==> src/rtl/mcycle_sequencer.sv <==
// mcycle_sequencer: holds IR and step counter, runs one req/ack bus transaction per decoder
// micro-step, strobes commit to the datapath, and halts with a sticky error code on faults.
module mcycle_sequencer #(
    parameter int unsigned MAX_WAIT = 16,
    parameter int unsigned COUNT_W  = 16
) (
    input  logic               clk,
    input  logic               reset,
    output logic [7:0]         opcode,
    output logic [2:0]         step,
    input  logic               done,
    input  logic               is_cond,
    input  logic [2:0]         next_cond,
    input  logic               write_mem,
    input  logic               cc_met,
    output logic               mem_req,
    output logic               mem_we,
    input  logic               mem_ack,
    input  logic [7:0]         mem_rdata,
    output logic               commit,
    output logic               boot,
    output logic               ir_load,
    output logic [COUNT_W-1:0] instr_count,
    output logic               halted,
    output logic [1:0]         err_code
);
    localparam logic [1:0] S_BOOT = 2'd0;
    localparam logic [1:0] S_BUS  = 2'd1;
    localparam logic [1:0] S_HALT = 2'd2;

    localparam logic [1:0] ERR_TIMEOUT = 2'd1;
    localparam logic [1:0] ERR_STEP    = 2'd2;
    localparam logic [1:0] ERR_WDONE   = 2'd3;

    localparam int unsigned        WAIT_W    = (MAX_WAIT > 2) ? $clog2(MAX_WAIT) : 1;
    localparam logic [WAIT_W-1:0]  WAIT_LAST = WAIT_W'(MAX_WAIT - 1);

    logic [1:0]         state_q, state_d;
    logic [7:0]         ir_q, ir_d;
    logic [2:0]         step_q, step_d;
    logic [COUNT_W-1:0] count_q, count_d;
    logic [1:0]         err_q, err_d;
    logic [WAIT_W-1:0]  wait_q, wait_d;
    logic               timeout;

    // Control outputs are gated by reset so an ack during reset cannot commit.
    assign mem_req     = !reset && (state_q == S_BOOT || state_q == S_BUS);
    assign mem_we      = mem_req && (state_q == S_BUS) && write_mem;
    assign commit      = mem_req && mem_ack;
    assign boot        = !reset && (state_q == S_BOOT);
    assign ir_load     = commit && ((state_q == S_BOOT) || done);
    assign halted      = !reset && (state_q == S_HALT);
    assign opcode      = ir_q;
    assign step        = step_q;
    assign instr_count = count_q;
    assign err_code    = err_q;

    assign timeout = (MAX_WAIT != 0) && mem_req && !mem_ack && (wait_q == WAIT_LAST);

    always_comb begin
        state_d = state_q;
        ir_d    = ir_q;
        step_d  = step_q;
        count_d = count_q;
        err_d   = err_q;
        wait_d  = wait_q;
        if (commit) begin
            wait_d = '0;
            if (state_q == S_BOOT) begin
                ir_d    = mem_rdata;
                step_d  = '0;
                state_d = S_BUS;
            end else if (done && write_mem) begin
                err_d   = ERR_WDONE;
                state_d = S_HALT;
            end else if (done) begin
                ir_d    = mem_rdata;
                step_d  = '0;
                count_d = count_q + COUNT_W'(1);
            end else if (is_cond && !cc_met) begin
                step_d = next_cond;
            end else if (step_q == 3'd7) begin
                err_d   = ERR_STEP;
                state_d = S_HALT;
            end else begin
                step_d = step_q + 3'd1;
            end
        end else if (timeout) begin
            err_d   = ERR_TIMEOUT;
            state_d = S_HALT;
            wait_d  = '0;
        end else if (mem_req) begin
            wait_d = wait_q + WAIT_W'(1);
        end
    end

    always_ff @(posedge clk) begin
        if (reset) begin
            state_q <= S_BOOT;
            ir_q    <= '0;
            step_q  <= '0;
            count_q <= '0;
            err_q   <= '0;
            wait_q  <= '0;
        end else begin
            state_q <= state_d;
            ir_q    <= ir_d;
            step_q  <= step_d;
            count_q <= count_d;
            err_q   <= err_d;
            wait_q  <= wait_d;
        end
    end
endmodule

==> config.mk <==
export PLATFORM = sky130hd
export DESIGN_NAME = mcycle_sequencer
export DESIGN_NICKNAME = d
export VERILOG_FILES = /design/src/rtl/mcycle_sequencer.sv
export SDC_FILE = /design/constraint.sdc
export NUM_CORES = 1
export LEC_CHECK = 0
export CAP_MARGIN = 25
export CELL_PAD_IN_SITES_DETAIL_PLACEMENT = 2
export CELL_PAD_IN_SITES_GLOBAL_PLACEMENT = 2
export CORE_UTILIZATION = 26
export DETAILED_ROUTE_END_ITERATION = 6
export PLACE_DENSITY_LB_ADDON = 0.12
export SLEW_MARGIN = 20
export SYNTH_ARGS = -nofsm -noshare
export SYNTH_HDL_FRONTEND = slang
export SYNTH_SLANG_ARGS = --single-unit
==> constraint.sdc <==
create_clock -name clk -period 2.94 [get_ports clk]
set_input_delay 0.882 -clock clk [delete_from_list [all_inputs] [get_ports clk]]
set_output_delay 0.882 -clock clk [all_outputs]
set_load 0.02 [all_outputs]
Yosys cells after proc, flatten, opt, wreduce, memory -nomap -nowiden
Cells that the tools add are included.
Word-level totals
  bits in registers: 35
  input port bits: 18
  memories: 0
  bits in read-only memories: 0
  bits in latches: 0
  memory bits (writable): 0
Cells by class
  order comparisons: 0
  mux-type cells: 19
  bitwise operators: 2
  add/sub/neg operators: 3
  $mul: 0
  shift-type cells: 0
  div/mod/pow operators: 0
  equal/unequal tests: 13
  reductions and logical operators: 25
Operators by type and width (count)
  $mux W8: 3
  $mux W2: 11
  $add A16 B1 Y16 const B: 1
  $mux W3: 5
  $logic_and A1 B1 Y1: 11
  $ne A4 B4 Y1 const B: 2
  $reduce_and A4 Y1: 2
  $reduce_and A3 Y1: 2
  $reduce_and A5 Y1: 1
  $add A4 B1 Y4 const B: 1
  $eq A4 B4 Y1 const B: 1
  $ne A2 B2 Y1 const B: 2
  $ne A4 B1 Y1 const B: 1
  $ne A4 B2 Y1 const B: 1
  $reduce_bool A2 Y1: 2
  $add A3 B1 Y3 const B: 1
  $eq A3 B3 Y1 const B: 1
  $logic_not A1 Y1: 3
  $ne A3 B1 Y1 const B: 1
  $ne A3 B2 Y1 const B: 1
  $ne A3 B3 Y1 const B: 1
  $reduce_or A3 Y1: 1
  $eq A2 B1 Y1 const B: 1
  $eq A2 B2 Y1 const B: 1
  3 further kinds: 5

Logic depth before layout (Yosys ltp)
  depth after elaboration: 7
  mapped depth: 6
  gate-level depth less buffers: 5

Worst setup path after synthesis
No wires, ideal clock.
  path type: in2out
  start point: input reset
  end point: output ir_load
  path buffers: 2
  data arrival time: 1866 ps
  setup slack: 192 ps
  stages on the path: 4
  cells stage by stage: buf_6 > or3b_1 > clkbuf_1 > nor2_1
Between the ends
  longest elaborated chain between the ends: 4
Ends and longest elaborated chain
  from (decl): line 8  | input logic reset,
  $logic_not A1 Y1: line 47  | assign mem_req = !reset && (state_q == S_BOOT || state_q == S_BUS);
  $logic_and A1 B1 Y1: line 47
  $logic_and A1 B1 Y1: line 49  | assign commit = mem_req && mem_ack;
  $logic_and A1 B1 Y1: line 51  | assign ir_load = commit && ((state_q == S_BOOT) || done);
  to (decl): line 22  | output logic ir_load,
No other way between the ends.

Worst setup path after layout
  start point: input mem_ack
  end point: output ir_load
Between the ends
  longest elaborated chain between the ends: 2
Ends and longest elaborated chain
  from (decl): line 18  | input logic mem_ack,
  $logic_and A1 B1 Y1: line 49
  $logic_and A1 B1 Y1: line 51
No other way between the ends.

==> impl_metrics.csv <==
group,metric,value,unit
place,hpwl,3780,µm
critical_path,worstSetupPathType,"in -> out",
place,place.gp.congestion,0.772,
critical_path,path_max_fanout,3,
place,portBuffers,52,
floorplanning,rows,28,
floorplanning,die_y,81.9,µm
pwr,max-vdd-ir-drop,0.153,mV
yosys,yosysTopAreaCell,"dfxtp_1",
global_routing,grt.overflow.total,0,
yosys,ys.flop_type,"dfxtp_1",
yosys,async_flop_share,0,%
final_layout,antenna-diode-count,0,
worst_hold_path,hold_end,"instr_count[15]",
worst_hold_path,min_from,"instr_count[15]",
critical_path,worstSetupEndpointType,"output port",
critical_path,worstPathRequired,2.06,ns
sta,hold_viol,0,
clock_tree,clk_latency,0.28,ns
floorplanning,design.core.area,6030,µm²
sta,finClkSkew,0.00238,ns
yosys,syn_avg_cell_area,8.91,µm²
routing,vias_per_cell,4.97,
yosys,synth_edf_count,0,
yosys,synth.area.top_cells,"dfxtp_1, mux2i_1, nor2_1",
sta,min_period,2.89,ns
pwr,power_density,414,nW/µm²
yosys,syn_inst,186,
sta,slew_headroom,65.1,%
pwr,power,1010,µW
critical_path,regToRegStartpoint,"state_q[1]",
worst_hold_path,hold_depth,2,
routing,drtPass1Iterations,4,
sta,finalSetupViolCount,0,
clock_tree,clk_pin_slew,0.07,ns
routing,wl_per_cell,15.0,µm
floorplanning,die_w,81.9,µm
clock_tree,cts_setup_buffers,0,
sta,slew_viol_final,0,
floorplanning,die_area,6700,µm²
yosys,syn_nets,208,
worst_hold_path,hold_class,"reg -> reg",
clock_tree,cts_tree,"built",
yosys,yosysTopAreaCellShare,42.3,%
global_routing,grt_max_degree,25,
critical_path,reg2reg_depth,6,
floorplanning,ioPinCount,53,
final_layout,multiInputGateArea,903,µm²
sta,rsz0062_at_grt,"false",
outcome,status,"finished clean",
clock_tree,ctsResizeCount,17,
global_routing,grt_pass1_vias,1692,
clock_tree,cts_num_sinks,35,
critical_path,r2r-end,"instr_count[9]",
global_routing,antenna_found_initial,0,
sta,tightest_slew,0.517,ns
final_layout,drive_above_1_share,13.1,%
critical_path,reg2reg_slack,0.86,ns
sta,fmax,346,MHz
clock_tree,clock_path_buffers,2,
yosys,ys.warnings.count,0,
place,dpl_cell_area,2340,µm²
yosys,synth_cell_types,41,
routing,drtIter0Drc,40,
critical_path,arrival,2.01,ns
routing,antenna_left,0,
yosys,ys_seq_elements,35,
floorplanning,start_util,27.5,%
routing,finalWirelength,4900,µm
yosys,synthesis.area,1660,µm²
critical_path,startpoint_type,"primary input",
pwr,leakage,0.000873,µW
yosys,yosysSeqAreaShare,42.3,%
routing,route.vias.total,1625,
final_layout,syn_to_final_growth,47.2,%
sta,period_share,98.3,%
final_layout,nets,273,
run,drv_cap,0,
final_layout,fillCellCount,662,
clock_tree,ctsRootBufferMaster,"clkbuf_8",
global_routing,grt_pass1_wl,7960,µm
global_routing,track_usage,15.6,%
clock_tree,cts_max_level,2,
routing,drc,0,
clock_tree,cts_hold_buf,0,
clock_tree,cts_buffers,5,
final_layout,final_area,2440,µm²
final_layout,register_area,701,µm²
metal layers:
metal	track usage [%]	share of wire [%]	vias up
met5	0	0	-
met4	5.79	1.3	0
met3	3.67	3.3	6
met2	26.3	50	29
met1	19.2	45	793
li1	-	-	797
report_power, final:
group | internal, µW | switching (µW)
clock | 214 | 168
sequential | 484 | 9.33
combinational | 69.5 | 64.6
total | 767 | 242
logic make-up after synthesis:
logic type      count (synthesis)  share of synthesized area, %
simple gates                   75                          24.5
compound gates                 37                          14.7
flops                          35                          42.3
buf+inv                        14                          3.70
xor+xnor                       11                          5.81
mux                            10                          6.04
fa+ha+maj                       4                          3.02
placed cells by master, fill, tap and decap left out, types with 6 or more instances in the layout:
| cell | count |
|---|---|
| a21oi_1 | 12 |
| clkbuf_8 | 7 |
| xnor2_1 | 6 |
| nor2_1 | 25 |
| buf_4 | 16 |
| clkdlybuf4s50_1 | 45 |
| o21ai_0 | 7 |
| dfxtp_1 | 35 |
| nand2_1 | 7 |
| mux2i_1 | 10 |
| nand3_1 | 8 |
how the worst max path moves through the flow:
| stage | cells after the start | start | slack [ns] | to |
|---|---|---|---|---|
| after floorplan | 4 | reset | 0.19 | ir_load |
| after global placement | 4 | reset | -0.46 | ir_load |
| after detailed placement | 4 | reset | -0.46 | ir_load |
| after CTS | 4 | mem_ack | 0.03 | ir_load |
| after global routing | 4 | mem_ack | 0.005 | ir_load |
| final | 4 | mem_ack | 0.05 | ir_load |
sequential cells by signal (all words and copies together) (netlist names):
name / count
err_code: 2
instr_count: 16
opcode: 8
state_q: 2
step: 3
wait_q: 4
critical path, stage by stage:
cell and delay [ns]:
clkdlybuf4s50_1 0.47, or3b_4 0.39, nor2_1 0.11, buf_4 0.14
cell type report:
type / count / share of cell area (%)
timing repair buffer: 67 / 25.5
multi-input combinational: 137 / 37.0
tap: 75 / 3.85
inverter: 5 / 0.769
sequential: 35 / 28.7
clock buffer: 8 / 4.10
synth_stat cells (all sizes together) (2+ instances only):
cell / instances
nor3: 3
inv: 5
nor4: 2
nor2b: 2
nand2: 7
o21ai: 7
a31oi: 2
nor3b: 2
dfxtp: 35
or2: 2
and4: 2
o31ai: 5
clkbuf: 6
nand4: 5
nand2b: 2
mux2i: 10
a21oi: 13
nor2: 25
or3: 4
or4: 5
xor2: 5
and3: 2
ha: 4
o2bb2ai: 3
xnor2: 6
buf: 3
nand3: 8
through the flow:
stage | hold slack, ns | setup WS (ns) | cells | utilization (%) | TNS, ns
final | 0.490 | 0.0505 | 327 | 40.5 | 0
after global routing | 0.517 | 0.00543 | 327 | 40.5 | 0
after CTS | 0.497 | 0.0286 | 327 | 40.4 | 0
after detailed placement | 0.485 | -0.457 | 319 | 38.9 | -3.29
after global placement | 0.464 | -0.457 | 319 | 38.9 | -2.93
after floorplan | 0.471 | 0.192 | 186 | - | 0
(Power assumes the default switching activity.)
